--- src/rtl/bird_column_driver.sv ---
// Single-column flappy-bird core: one-hot bird height with flap/gravity,
// sticky collision against green tube pixels, and row scan onto the LED bus.
module bird_column_driver #(
    parameter int unsigned FALL_DIV  = 4096,
    parameter int unsigned BIRD_LINE = 11,
    parameter int unsigned START_POS = 9
) (
    input  logic         clk,
    input  logic         RST,
    input  logic         key,
    input  logic         enable_count,
    input  logic [255:0] grn_pixels,
    output logic [15:0]  bird_pos,
    output logic         dead,
    output logic [35:0]  gpio
);

    localparam logic [15:0] START_ONEHOT = 16'(1) << START_POS;
    localparam logic [15:0] FALL_LAST    = 16'(FALL_DIV - 1);

    logic [15:0] pos_reg, pos_next;
    logic [15:0] grav_reg, grav_next;
    logic        dead_reg, dead_next;
    logic        key_q_reg;
    logic [3:0]  row_reg, row_next;

    logic        flap;
    logic        fall;
    logic        hit;
    logic [15:0] bird_line;
    logic [15:0] grn_line [16];

    // Split the flat frame into addressable lines for the scan mux.
    for (genvar gi = 0; gi < 16; gi++) begin : g_lines
        assign grn_line[gi] = grn_pixels[gi*16 +: 16];
    end

    assign bird_line = grn_line[BIRD_LINE[3:0]];
    assign flap      = key & ~key_q_reg;
    assign fall      = (grav_reg == FALL_LAST);
    assign hit       = |(pos_reg & bird_line);

    always_comb begin
        pos_next  = pos_reg;
        grav_next = grav_reg;
        dead_next = dead_reg | hit;
        row_next  = row_reg;

        // A frozen bird keeps both its height and its gravity phase.
        if (!dead_reg) begin
            if (flap) begin
                grav_next = '0;
                if (!pos_reg[15]) begin
                    pos_next = pos_reg << 1;
                end
            end else if (fall) begin
                grav_next = '0;
                if (!pos_reg[0]) begin
                    pos_next = pos_reg >> 1;
                end
            end else begin
                grav_next = grav_reg + 16'd1;
            end
        end

        if (enable_count) begin
            row_next = row_reg + 4'd1;
        end
    end

    always_ff @(posedge clk or negedge RST) begin
        if (!RST) begin
            pos_reg   <= START_ONEHOT;
            grav_reg  <= '0;
            dead_reg  <= 1'b0;
            key_q_reg <= 1'b0;
            row_reg   <= '0;
        end else begin
            pos_reg   <= pos_next;
            grav_reg  <= grav_next;
            dead_reg  <= dead_next;
            key_q_reg <= key;
            row_reg   <= row_next;
        end
    end

    assign bird_pos     = pos_reg;
    assign dead         = dead_reg;
    assign gpio[15:0]   = (row_reg == BIRD_LINE[3:0]) ? pos_reg : 16'h0000;
    assign gpio[31:16]  = grn_line[row_reg];
    assign gpio[35:32]  = row_reg;

endmodule

--- config.mk ---
export PLATFORM = sky130hd
export DESIGN_NAME = bird_column_driver
export DESIGN_NICKNAME = d
export VERILOG_FILES = /design/src/rtl/bird_column_driver.sv
export SDC_FILE = /design/constraint.sdc
export NUM_CORES = 1
export LEC_CHECK = 0
export CORE_ASPECT_RATIO = 0.6
export CORE_MARGIN = 5
export CORE_UTILIZATION = 30
export CTS_CLUSTER_DIAMETER = 150
export DETAILED_ROUTE_END_ITERATION = 8
export GPL_TIMING_DRIVEN = 0
export PLACE_DENSITY = 0.77
export SLEW_MARGIN = 20
export SYNTH_ARGS = -nofsm -noshare
export SYNTH_HDL_FRONTEND = slang
export SYNTH_SLANG_ARGS = --single-unit
export TNS_END_PERCENT = 20
--- constraint.sdc ---
create_clock -name clk -period 2.3 [get_ports clk]
set_input_delay 0.575 -clock clk [delete_from_list [all_inputs] [get_ports clk]]
set_output_delay 0.575 -clock clk [all_outputs]
set_load 0.02 [all_outputs]
==> results of run 1 <==
placed cells by master, fill, tap and decap left out, drive strengths merged, types with 8 or more instances in the layout:
cell | synthesis | layout
mux4 | 64 | 64
nor3 | 8 | 8
a22oi | 50 | 50
clkdlybuf4s50 | 0 | 274
nand2 | 24 | 24
nor2 | 31 | 31
and3 | 17 | 17
clkbuf | 19 | 29
xnor2 | 13 | 13
buf | 14 | 49
a221o | 12 | 12
dfrtp | 37 | 37
worst register-to-register path, stage by stage, from the launching register on:
cell	delay [ns]
dfrtp_1	0.39
ha_1	0.29
nand4bb_1	0.16
or4_4	0.55
nor3_4	0.25
buf_4	0.24
a221o_1	0.17
area by class of cell:
| type | count | area [µm²] | area share, % |
|---|---|---|---|
| Clock inverter | 3 | 40.0 | 0.510 |
| Inverter | 5 | 18.8 | 0.239 |
| Multi-Input combinational cell | 275 | 2960 | 37.7 |
| Buffer | 32 | 313 | 3.99 |
| Clock buffer | 5 | 125 | 1.60 |
| Tap cell | 170 | 213 | 2.71 |
| Timing Repair Buffer | 329 | 3220 | 41.0 |
| Sequential cell | 38 | 956 | 12.2 |
power by group:
part           internal, µW  switching (µW)  total (µW)  leakage, µW
Sequential              757             168         925     0.000459
Clock                   507             272         780    0.0000836
Combinational          2960            2800        5760      0.00257
Total                  4220            3240        7470      0.00311
metrics by stage:
stage | hold slack (ns) | setup slack, ns | total power [µW]
finish | 0.183 | -0.338 | 7470
global route | 0.199 | -0.409 | 7860
CTS | 0.191 | -0.379 | 7010
detailed placement | 0.491 | -0.874 | 6010
global placement | 0.493 | -0.880 | 5970
floorplan | 0.279 | 0.0000847 | 3830
repair_timing:
item,in CTS,in global routing
pin swaps,2,9
buffers inserted,5,10
gates cloned,0,1
resized for setup,143,52
setup endpoints to repair,32,38
worst paths after layout:
kind                           endpoint  slack [ns]  depth (start not counted)
setup / recovery               gpio[19]       -0.34                          5
hold / removal             bird_pos[14]        0.18                          1
max in group asynchronous   bird_pos[9]        1.59                          2
min in group clk            grav_reg[0]        0.54                          1
setup reg to reg            bird_pos[9]        0.19                          6
hold reg to reg             grav_reg[0]        0.54                          1
metal layers:
layer	global-route usage (%)	share of wire (%)
met1	38.6	40
met3	8.39	12
met5	0	0.080
met4	5.57	1.8
met2	45.2	47
cells by family (layout without fill, tap and decap cells):
group	after synthesis	after routing	synth area share, %
flops	38	38	24.0
compound gates	78	78	15.3
buf+inv	38	374	4.29
xor+xnor	14	14	3.09
fa+ha+maj	2	2	0.630
simple gates	115	115	15.9
mux	66	66	36.8
==> run summary, run 1 <==
Status: finished, violations left
Failing checks: negative setup slack
MaxCap Viol Count: 0
Final setup violating endpoints: 23
Top cells by count, synth: 64 x mux4_2, 50 x a22oi_1, 37 x dfrtp_1
Ports: 313
Via Count: 5062
TNS Setup: -5.18 ns
RR Startpoint: grav_reg[0]
DR pass1 iterations: 5
F_max: 0.379 GHz
Clk pin slew, worst setup/hold paths: 0.06 ns
Fin cells: 857
PortBufs: 312
Post-layout util: 60.8%
Total GRT Usage: 28.3%
Hold Crit Class: primary input to asynchronous set/reset pin
Synth Register Bits: 38
Post-synthesis sequential area ratio: 24.0%
First-pass GRT wire length: 33200 µm
Die height: 99.1 µm
Req. time, crit path: 1.73 ns
Mapped cell area: 3970 µm²
Leak pwr: 0.00311 µW
Nets: 948
EDFF count, synth: 0
Worst Setup End Kind: output port
Antenna-violating nets left: 0
Buffers & Inverters on Critical Path: 2
Wire per inst: 27.7 µm
Post-route cell area: 7840 µm²
Worst setup slack after layout: -0.338 ns
CP max stage delay: 0.50 ns
Most instantiated library cell after synthesis: mux4_2
Netlist cell types: 45
Cell family with most CP delay: buffers and inverters
Filler cells: 1047
Relative slew slack: 59.7%
Worst Path Max Fanout: 1
Post-DP HPWL: 19600 µm
Clock Skews: 0.00356 ns
Yosys top cell by area: mux4_2
Power Density: 952 nW/µm²
Detailed Route WL: 23800 µm
Async S/R FF share, synth: 100%
Fin. Hold Viols: 0
Max Slew Vio Count: 0
Worst-Skew Late Latency: 0.28 ns
DR DRC count: 0
Largest net degree at the start of global routing: 27
Startpoint Class: primary input
CP max-delay cell: mux4_2
TritonCTS clock tree: done
Starting Density: 30.8%
RSZ-0062 raised after global routing: yes
Crit path DAT: 2.06 ns
Floorplan core area: 12900 µm²
DIE AREA: 15700 µm²
Initial antenna violation count: 1
Sink Count: 38
Num CTS Buffers: 5
Crit. Startpoint: grn_pixels[227]
Share of cells above drive strength 1: 26.1%
Period utilisation layout: 115%
Die width: 159 µm
Placed cell count: 834
GPL Wtd Cong: 0.975
Synth Net Count: 613
Worst-path cell chain: clkdlybuf4s50_1 -> mux4_2 -> a22oi_2 -> nand2_1 -> buf_2
Top-area cell type share of the netlist area: 36.3%
Ant diodes: 0
Root Driver: clkbuf_16
Final Critical Period: 2.64 ns
Measured slew at the worst slew-check pin: 0.599 ns
Vias in the first global route: 5209
Cell Area, Placed: 7340 µm²
Max clock buf depth: 2
Mean Syn Cell Area: 11.3 µm²
Rows: 32
Syn Inst Count: 351
Synth warn: 0
Area growth syn-to-layout: 97.6%
Largest cells by area after synthesis: mux4_2 36%, dfrtp_1 23%, a22oi_1 9.5%
Vias per std cell: 5.91
Setup CP Type: primary input to output port
Drt initial violations: 493
Worst VDD drop: 0.000720 V
H-tree levels: 2
Total gr overflow: 0
Top FF cell, synth: dfrtp_1
Hold_buf cts: 0
No activity file was read; power rests on OpenSTA's default activity.
==> inputs of run 2 (changes only) <==
RECOVER_POWER = 100   (was default)
REMOVE_ABC_BUFFERS = 1   (was default)
==> run 2 against run 1 <==
The flow still finishes with violations (negative setup slack). Sequential power increased by 11%. Via count shrank 3.6%. Clock skew is 0.0034 ns higher. Routed wire length is 1.2% lower. Critical path depth up 1. Clock-buffer cell count stayed put. Cell area increased by 2.1%. Worst hold slack improved by 0.25 ns. Worst setup slack got worse by 0.041 ns. Clock power is 2% higher. Total power increased by 6.9%. Die area stayed put. Critical endpoint is now gpio[21]. Highest routed layer unchanged.
==> run summary, run 2 (synthesis gave the netlist of run 1 again) <==
Status: finished, violations left (unchanged)
Failing checks: negative setup slack (unchanged)
First-pass GRT wire length: 32500 µm (was 33200 µm)
Die width: 159 µm (unchanged)
Root Driver: clkbuf_16 (unchanged)
Worst-Skew Late Latency: 0.29 ns (was 0.28 ns)
Placed cell count: 803 (was 834)
Met3 wire len: 2540 µm (was 2770 µm)
Sink Count: 38 (unchanged)
Clk pin slew, worst setup/hold paths: 0.06 ns (about the same)
Worst setup slack after layout: -0.379 ns (was -0.338 ns)
Hold slack: 0.433 ns (was 0.183 ns)
Num CTS Buffers: 5 (unchanged)
Via Count: 4882 (was 5062)
Combinational share of power: 77.1% (was 77.2%)
DR pass1 iterations: 5 (unchanged)
Worst Setup End Kind: output port (unchanged)
Filler cells: 1024 (was 1047)
Reported net switching power: 3330 µW (was 3240 µW)
Largest net degree at the start of global routing: 31 (was 27)
Period utilisation layout: 116% (was 115%)
Clock Skews: 0.00696 ns (was 0.00356 ns)
Nets: 934 (was 948)
Vias per std cell: 5.77 (was 5.91)
Setup CP Type: register to output port (was primary input to output port)
Final Critical Period: 2.68 ns (was 2.64 ns)
Sequential power share: 12.9% (was 12.4%)
F_max: 0.373 GHz (was 0.379 GHz)
Reg area: 962 µm² (was 956 µm²)
Hold Crit Class: primary input to asynchronous set/reset pin (unchanged)
Ports: 313 (unchanged)
Initial antenna violation count: 6 (was 1)
Max clock buf depth: 2 (unchanged)
Multi-input gate area: 3010 µm² (was 2960 µm²)
Fin. Hold Viols: 0 (unchanged)
Post-layout util: 62.1% (was 60.8%)
GPL Wtd Cong: 0.942 (was 0.975)
Post-DP HPWL: 17600 µm (was 19600 µm)
Req. time, crit path: 1.73 ns (about the same)
DIE AREA: 15700 µm² (unchanged)
PortBufs: 312 (unchanged)
Floorplan core area: 12900 µm² (unchanged)
Vias in the first global route: 5264 (was 5209)
DR DRC count: 0 (unchanged)
Measured slew at the worst slew-check pin: 0.999 ns (was 0.599 ns)
Max Slew Vio Count: 0 (unchanged)
Starting Density: 30.8% (unchanged)
Routed met1 length: 8340 µm (was 9400 µm)
Fin cells: 846 (was 857)
Top Metal Used: met5 (unchanged)
H-tree levels: 2 (unchanged)
Wire per inst: 27.7 µm (about the same)
Drt initial violations: 464 (was 493)
Die height: 99.1 µm (unchanged)
Worst Path Max Fanout: 5 (was 1)
Share of cells above drive strength 1: 26.6% (was 26.1%)
Relative slew slack: 33.4% (was 59.7%)
Antenna-violating nets left: 0 (unchanged)
TritonCTS clock tree: done (unchanged)
Power Density: 997 nW/µm² (was 952 nW/µm²)
Reg2reg path depth: 5 (was 6)
Crit path DAT: 2.10 ns (was 2.06 ns)
Commonest cells after routing, fill and taps aside: 275 x clkdlybuf4s50_1, 64 x mux4_2, 37 x a22oi_1, 33 x dfrtp_1, 30 x nor2_1 (was 274 x clkdlybuf4s50_1, 64 x mux4_2, 34 x dfrtp_1, 32 x a22oi_1, 30 x nor2_1)
Area growth syn-to-layout: 102% (was 97.6%)
DR WL met2: 11900 µm (was 11100 µm)
Hold_buf cts: 0 (unchanged)
Int Power: 4650 µW (was 4220 µW)
Total GRT Usage: 28.2% (was 28.3%)
Total gr overflow: 0 (unchanged)
Startpoint Class: register (was primary input)
Commonest non-fill, non-tap cell in the layout: clkdlybuf4s50_1 (unchanged)
Rows: 32 (unchanged)
Worst VDD drop: 0.000506 V (was 0.000720 V)
TNS Setup: -6.11 ns (was -5.18 ns)
Leak pwr: 0.00303 µW (was 0.00311 µW)
Clock Power Share: 10.0% (was 10.4%)
Final setup violating endpoints: 25 (was 23)
RSZ-0062 raised after global routing: yes (unchanged)
Switching Share: 41.7% (was 43.4%)
Detailed Route WL: 23500 µm (was 23800 µm)
MaxCap Viol Count: 0 (unchanged)
## run 2: cell types whose count changed in the layout (fill, tap and decap cells not counted), moves of 6 or more
cell,previous run,this run
buf_16,0,6
dlymetal6s2s_1,7,1
clkbuf_2,14,0
and3_4,0,7
buf_6,8,16
and3_1,17,10
## run 2: through the flow
step           setup WS [ns]  total power (µW)  cell area, µm²
2_1_floorplan          -2.02              3720            3820
3_3_place_gp           -3.25              5410            7150
3_5_place_dp          -0.890              5760            7250
4_1_cts               -0.343              7700            7940
5_1_grt               -0.436              8310            8010
6_report              -0.379              7980            8010
## run 2: routing by layer
metal,vias up,GRT usage (%)
met5,-,0
met4,6,7.93
met3,47,9.57
met2,304,48.7
met1,2413,33.5
li1,2112,-
## run 2: power by group through the flow
stage,registers (µW),logic (µW),clock network (µW)
floorplan,1330,2390,0
global placement,1350,4060,0
detailed placement,1110,4640,0
CTS,1010,5890,805
global route,1040,6440,836
finish,1030,6160,798
## run 2: final cells by class
type | count | area share [%]
inverters | 5 | 0.234
diodes | 3 | 0.0938
clock inverters | 3 | 0.563
repair buffers | 346 | 45.3
clock buffers | 5 | 1.56
multi-input cells | 276 | 37.6
well taps | 170 | 2.66
flip-flops and latches | 38 | 12.0
## run 2: what timing repair did
| item | in CTS | in global routing |
|---|---|---|
| pin swaps | 18 | 7 |
| buffers inserted | 24 | 1 |
| endpoints found under the setup margin | 47 | 47 |
| cloned | 6 | 2 |
| gates resized for setup | 173 | 34 |
## run 2: worst max-delay path, stage by stage (launching register included)
cell       delay (ns)
dfrtp_4          0.53
buf_12           0.17
clkbuf_16        0.16
mux4_2           0.53
a22oi_1          0.19
nand2_1          0.08
buf_2            0.16
## run 2: worst paths after layout
check / to / slack, ns / from
max: gpio[21] / -0.38 / row_reg[0]
min: bird_pos[6] / 0.43 / RST
max reg2reg: bird_pos[3] / 0.15 / grav_reg[0]
min reg2reg: grav_reg[1] / 0.52 / grav_reg[1]
max in group asynchronous: row_reg[1] / 0.37 / RST
min in group clk: grav_reg[1] / 0.52 / grav_reg[1]
==> inputs of run 3 (changes only) <==
CORE_UTILIZATION = 31   (was 30)
MAX_ROUTING_LAYER = met4   (was default)
PLACE_DENSITY = 0.79   (was 0.77)
==> run 3 against run 2 <==
The run ends with max-capacitance violations, negative setup slack left. Cell count decreased by 0.12%. First-iteration DRC count rose by 20%. Clock skew is essentially flat. Largest power group unchanged. Register-to-register slack got worse by 0.04 ns. Worst setup slack lost 0.0044 ns. Die area is 3.0% lower. Utilization rose by 0.40 points. Largest cell class unchanged. Sequential share of layout area up 0.11 points. Routed wire length down 1.1%.
==> run summary, run 3 (synthesis gave the netlist of run 1 again) <==
Ports: 313 (unchanged)
Total gr overflow: 0 (unchanged)
Cell family with most CP delay: flip-flops (unchanged)
Die width: 156 µm (was 159 µm)
DR pass1 iterations: 5 (unchanged)
RR Startpoint: grav_reg[0] (unchanged)
PortBufs: 312 (unchanged)
Worst-Skew Late Latency: 0.29 ns (about the same)
Area growth syn-to-layout: 99.8% (was 102%)
Worst-path cell chain: buf_12 -> buf_16 -> mux4_2 -> a22oi_2 -> nand2_1 -> buf_2 (was buf_12 -> clkbuf_16 -> mux4_2 -> a22oi_1 -> nand2_1 -> buf_2)
Power Density: 983 nW/µm² (was 997 nW/µm²)
Die height: 97.7 µm (was 99.1 µm)
Buffers & Inverters on Critical Path: 3 (unchanged)
Crit path DAT: 2.11 ns (was 2.10 ns)
Nets: 931 (was 934)
DIE AREA: 15200 µm² (was 15700 µm²)
Vias per std cell: 5.88 (was 5.77)
Max clock buf depth: 2 (unchanged)
Clock Skews: 0.00691 ns (was 0.00696 ns)
Hold Crit Class: primary input to asynchronous set/reset pin (unchanged)
Measured slew at the worst slew-check pin: 1.49 ns (was 0.999 ns)
Req. time, crit path: 1.73 ns (about the same)
Fin cells: 845 (was 846)
Placed cell count: 803 (unchanged)
Via Count: 4965 (was 4882)
Floorplan core area: 12700 µm² (was 12900 µm²)
Period utilisation layout: 117% (was 116%)
Vias in the first global route: 5262 (was 5264)
Worst Setup End Kind: output port (unchanged)
Share of cells above drive strength 1: 25.8% (was 26.6%)
Failing checks: max-capacitance violations, negative setup slack (was negative setup slack)
Num CTS Buffers: 5 (unchanged)
Leak pwr: 0.00301 µW (was 0.00303 µW)
Post-DP HPWL: 17900 µm (was 17600 µm)
Filler cells: 1014 (was 1024)
CP max stage delay: 0.55 ns (was 0.53 ns)
Largest net degree at the start of global routing: 34 (was 31)
Total GRT Usage: 29.8% (was 28.2%)
Worst VDD drop: 0.000545 V (was 0.000506 V)
Starting Density: 31.3% (was 30.8%)
First-pass GRT wire length: 32900 µm (was 32500 µm)
GPL Wtd Cong: 0.986 (was 0.942)
TritonCTS clock tree: done (unchanged)
Antenna-violating nets left: 0 (unchanged)
Relative slew slack: 0.556% (was 33.4%)
Max Slew Vio Count: 0 (unchanged)
Sink Count: 38 (unchanged)
Cell Area, Placed: 7240 µm² (was 7250 µm²)
Setup CP Type: register to output port (unchanged)
Root Driver: clkbuf_16 (unchanged)
Startpoint Class: register (unchanged)
Post-route cell area: 7930 µm² (was 8010 µm²)
FF-to-FF End: bird_pos[11] (was bird_pos[3])
Fin. Hold Viols: 0 (unchanged)
Rows: 32 (unchanged)
MaxCap Viol Count: 1 (was 0)
DR DRC count: 0 (unchanged)
Status: finished, violations left (unchanged)
Worst Path Max Fanout: 6 (was 5)
Final setup violating endpoints: 32 (was 25)
F_max: 0.373 GHz (about the same)
CP max-delay cell: dfrtp_4 (unchanged)
Worst setup slack after layout: -0.383 ns (was -0.379 ns)
FF-to-FF setup slack: 0.11 ns (was 0.15 ns)
Reg2reg path depth: 5 (unchanged)
Wire per inst: 27.5 µm (was 27.7 µm)
Final Critical Period: 2.68 ns (about the same)
Drt initial violations: 556 (was 464)
Hold slack: 0.140 ns (was 0.433 ns)
H-tree levels: 2 (unchanged)
Clk pin slew, worst setup/hold paths: 0.06 ns (about the same)
Initial antenna violation count: 5 (was 6)
RSZ-0062 raised after global routing: yes (unchanged)
Commonest cells after routing, fill and taps aside: 259 x clkdlybuf4s50_1, 64 x mux4_2, 33 x dfrtp_1, 31 x a22oi_1, 30 x nor2_1 (was 275 x clkdlybuf4s50_1, 64 x mux4_2, 37 x a22oi_1, 33 x dfrtp_1, 30 x nor2_1)
Commonest non-fill, non-tap cell in the layout: clkdlybuf4s50_1 (unchanged)
Detailed Route WL: 23200 µm (was 23500 µm)
==> run 3: worst max path at each step <==
stage | start | end | depth (start not counted)
after floorplan | row_reg[0] | gpio[16] | 3
after global placement | row_reg[0] | gpio[9] | 3
after detailed placement | row_reg[0] | gpio[24] | 5
after CTS | row_reg[0] | gpio[30] | 7
after global routing | row_reg[0] | gpio[23] | 6
final | row_reg[0] | gpio[22] | 6
==> run 3: routing by layer <==
metal / wire length, µm / global-route usage, % / share of wire (%) / up-vias
met3: 2050 / 4.94 / 8.9 / 61
met1: 8250 / 35.5 / 36 / 2438
met5: 0 / - / 0 / -
met2: 11800 / 49.6 / 51 / 359
met4: 1140 / 13.8 / 4.9 / 0
li1: - / - / - / 2107
==> run 3: metrics by stage <==
step                      utilization (%)  worst slack (ns)  total power (µW)  TNS [ns]
after detailed placement             57.1            -0.951              5750    -34.61
final                                62.5            -0.383              7800     -6.29
after global routing                 62.5            -0.415              8150     -8.68
after CTS                            61.1            -0.427              7300     -5.60
after floorplan                         -             -2.02              3720    -68.18
after global placement               56.4             -3.40              5400   -132.18
==> run 3: cell type report <==
class                           count  area [µm²]  share of cell area, %
Tap cell                          170         213                   2.68
Sequential cell                    38         962                   12.1
Clock buffer                        6         139                   1.75
Multi-Input combinational cell    276        3000                   37.8
Timing Repair Buffer              343        3530                   44.5
Antenna cell                        5        12.5                  0.158
Clock inverter                      2        60.1                  0.757
Inverter                            5        18.8                  0.237
==> run 3: power by group <==
part | leakage (µW) | total (µW) | internal [µW] | switching (µW)
clock network | 0.0000971 | 923 | 651 | 272
logic | 0.00245 | 5800 | 3180 | 2630
registers | 0.000457 | 1080 | 764 | 312
total | 0.00301 | 7800 | 4590 | 3210
==> run 3: timing repair <==
action | in CTS | in global routing
pin swaps | 7 | 8
gates resized for setup | 150 | 41
hold buffers | 0 | 0
cloned | 5 | 3
buffers inserted | 14 | 8
endpoints found under the setup margin | 47 | 30
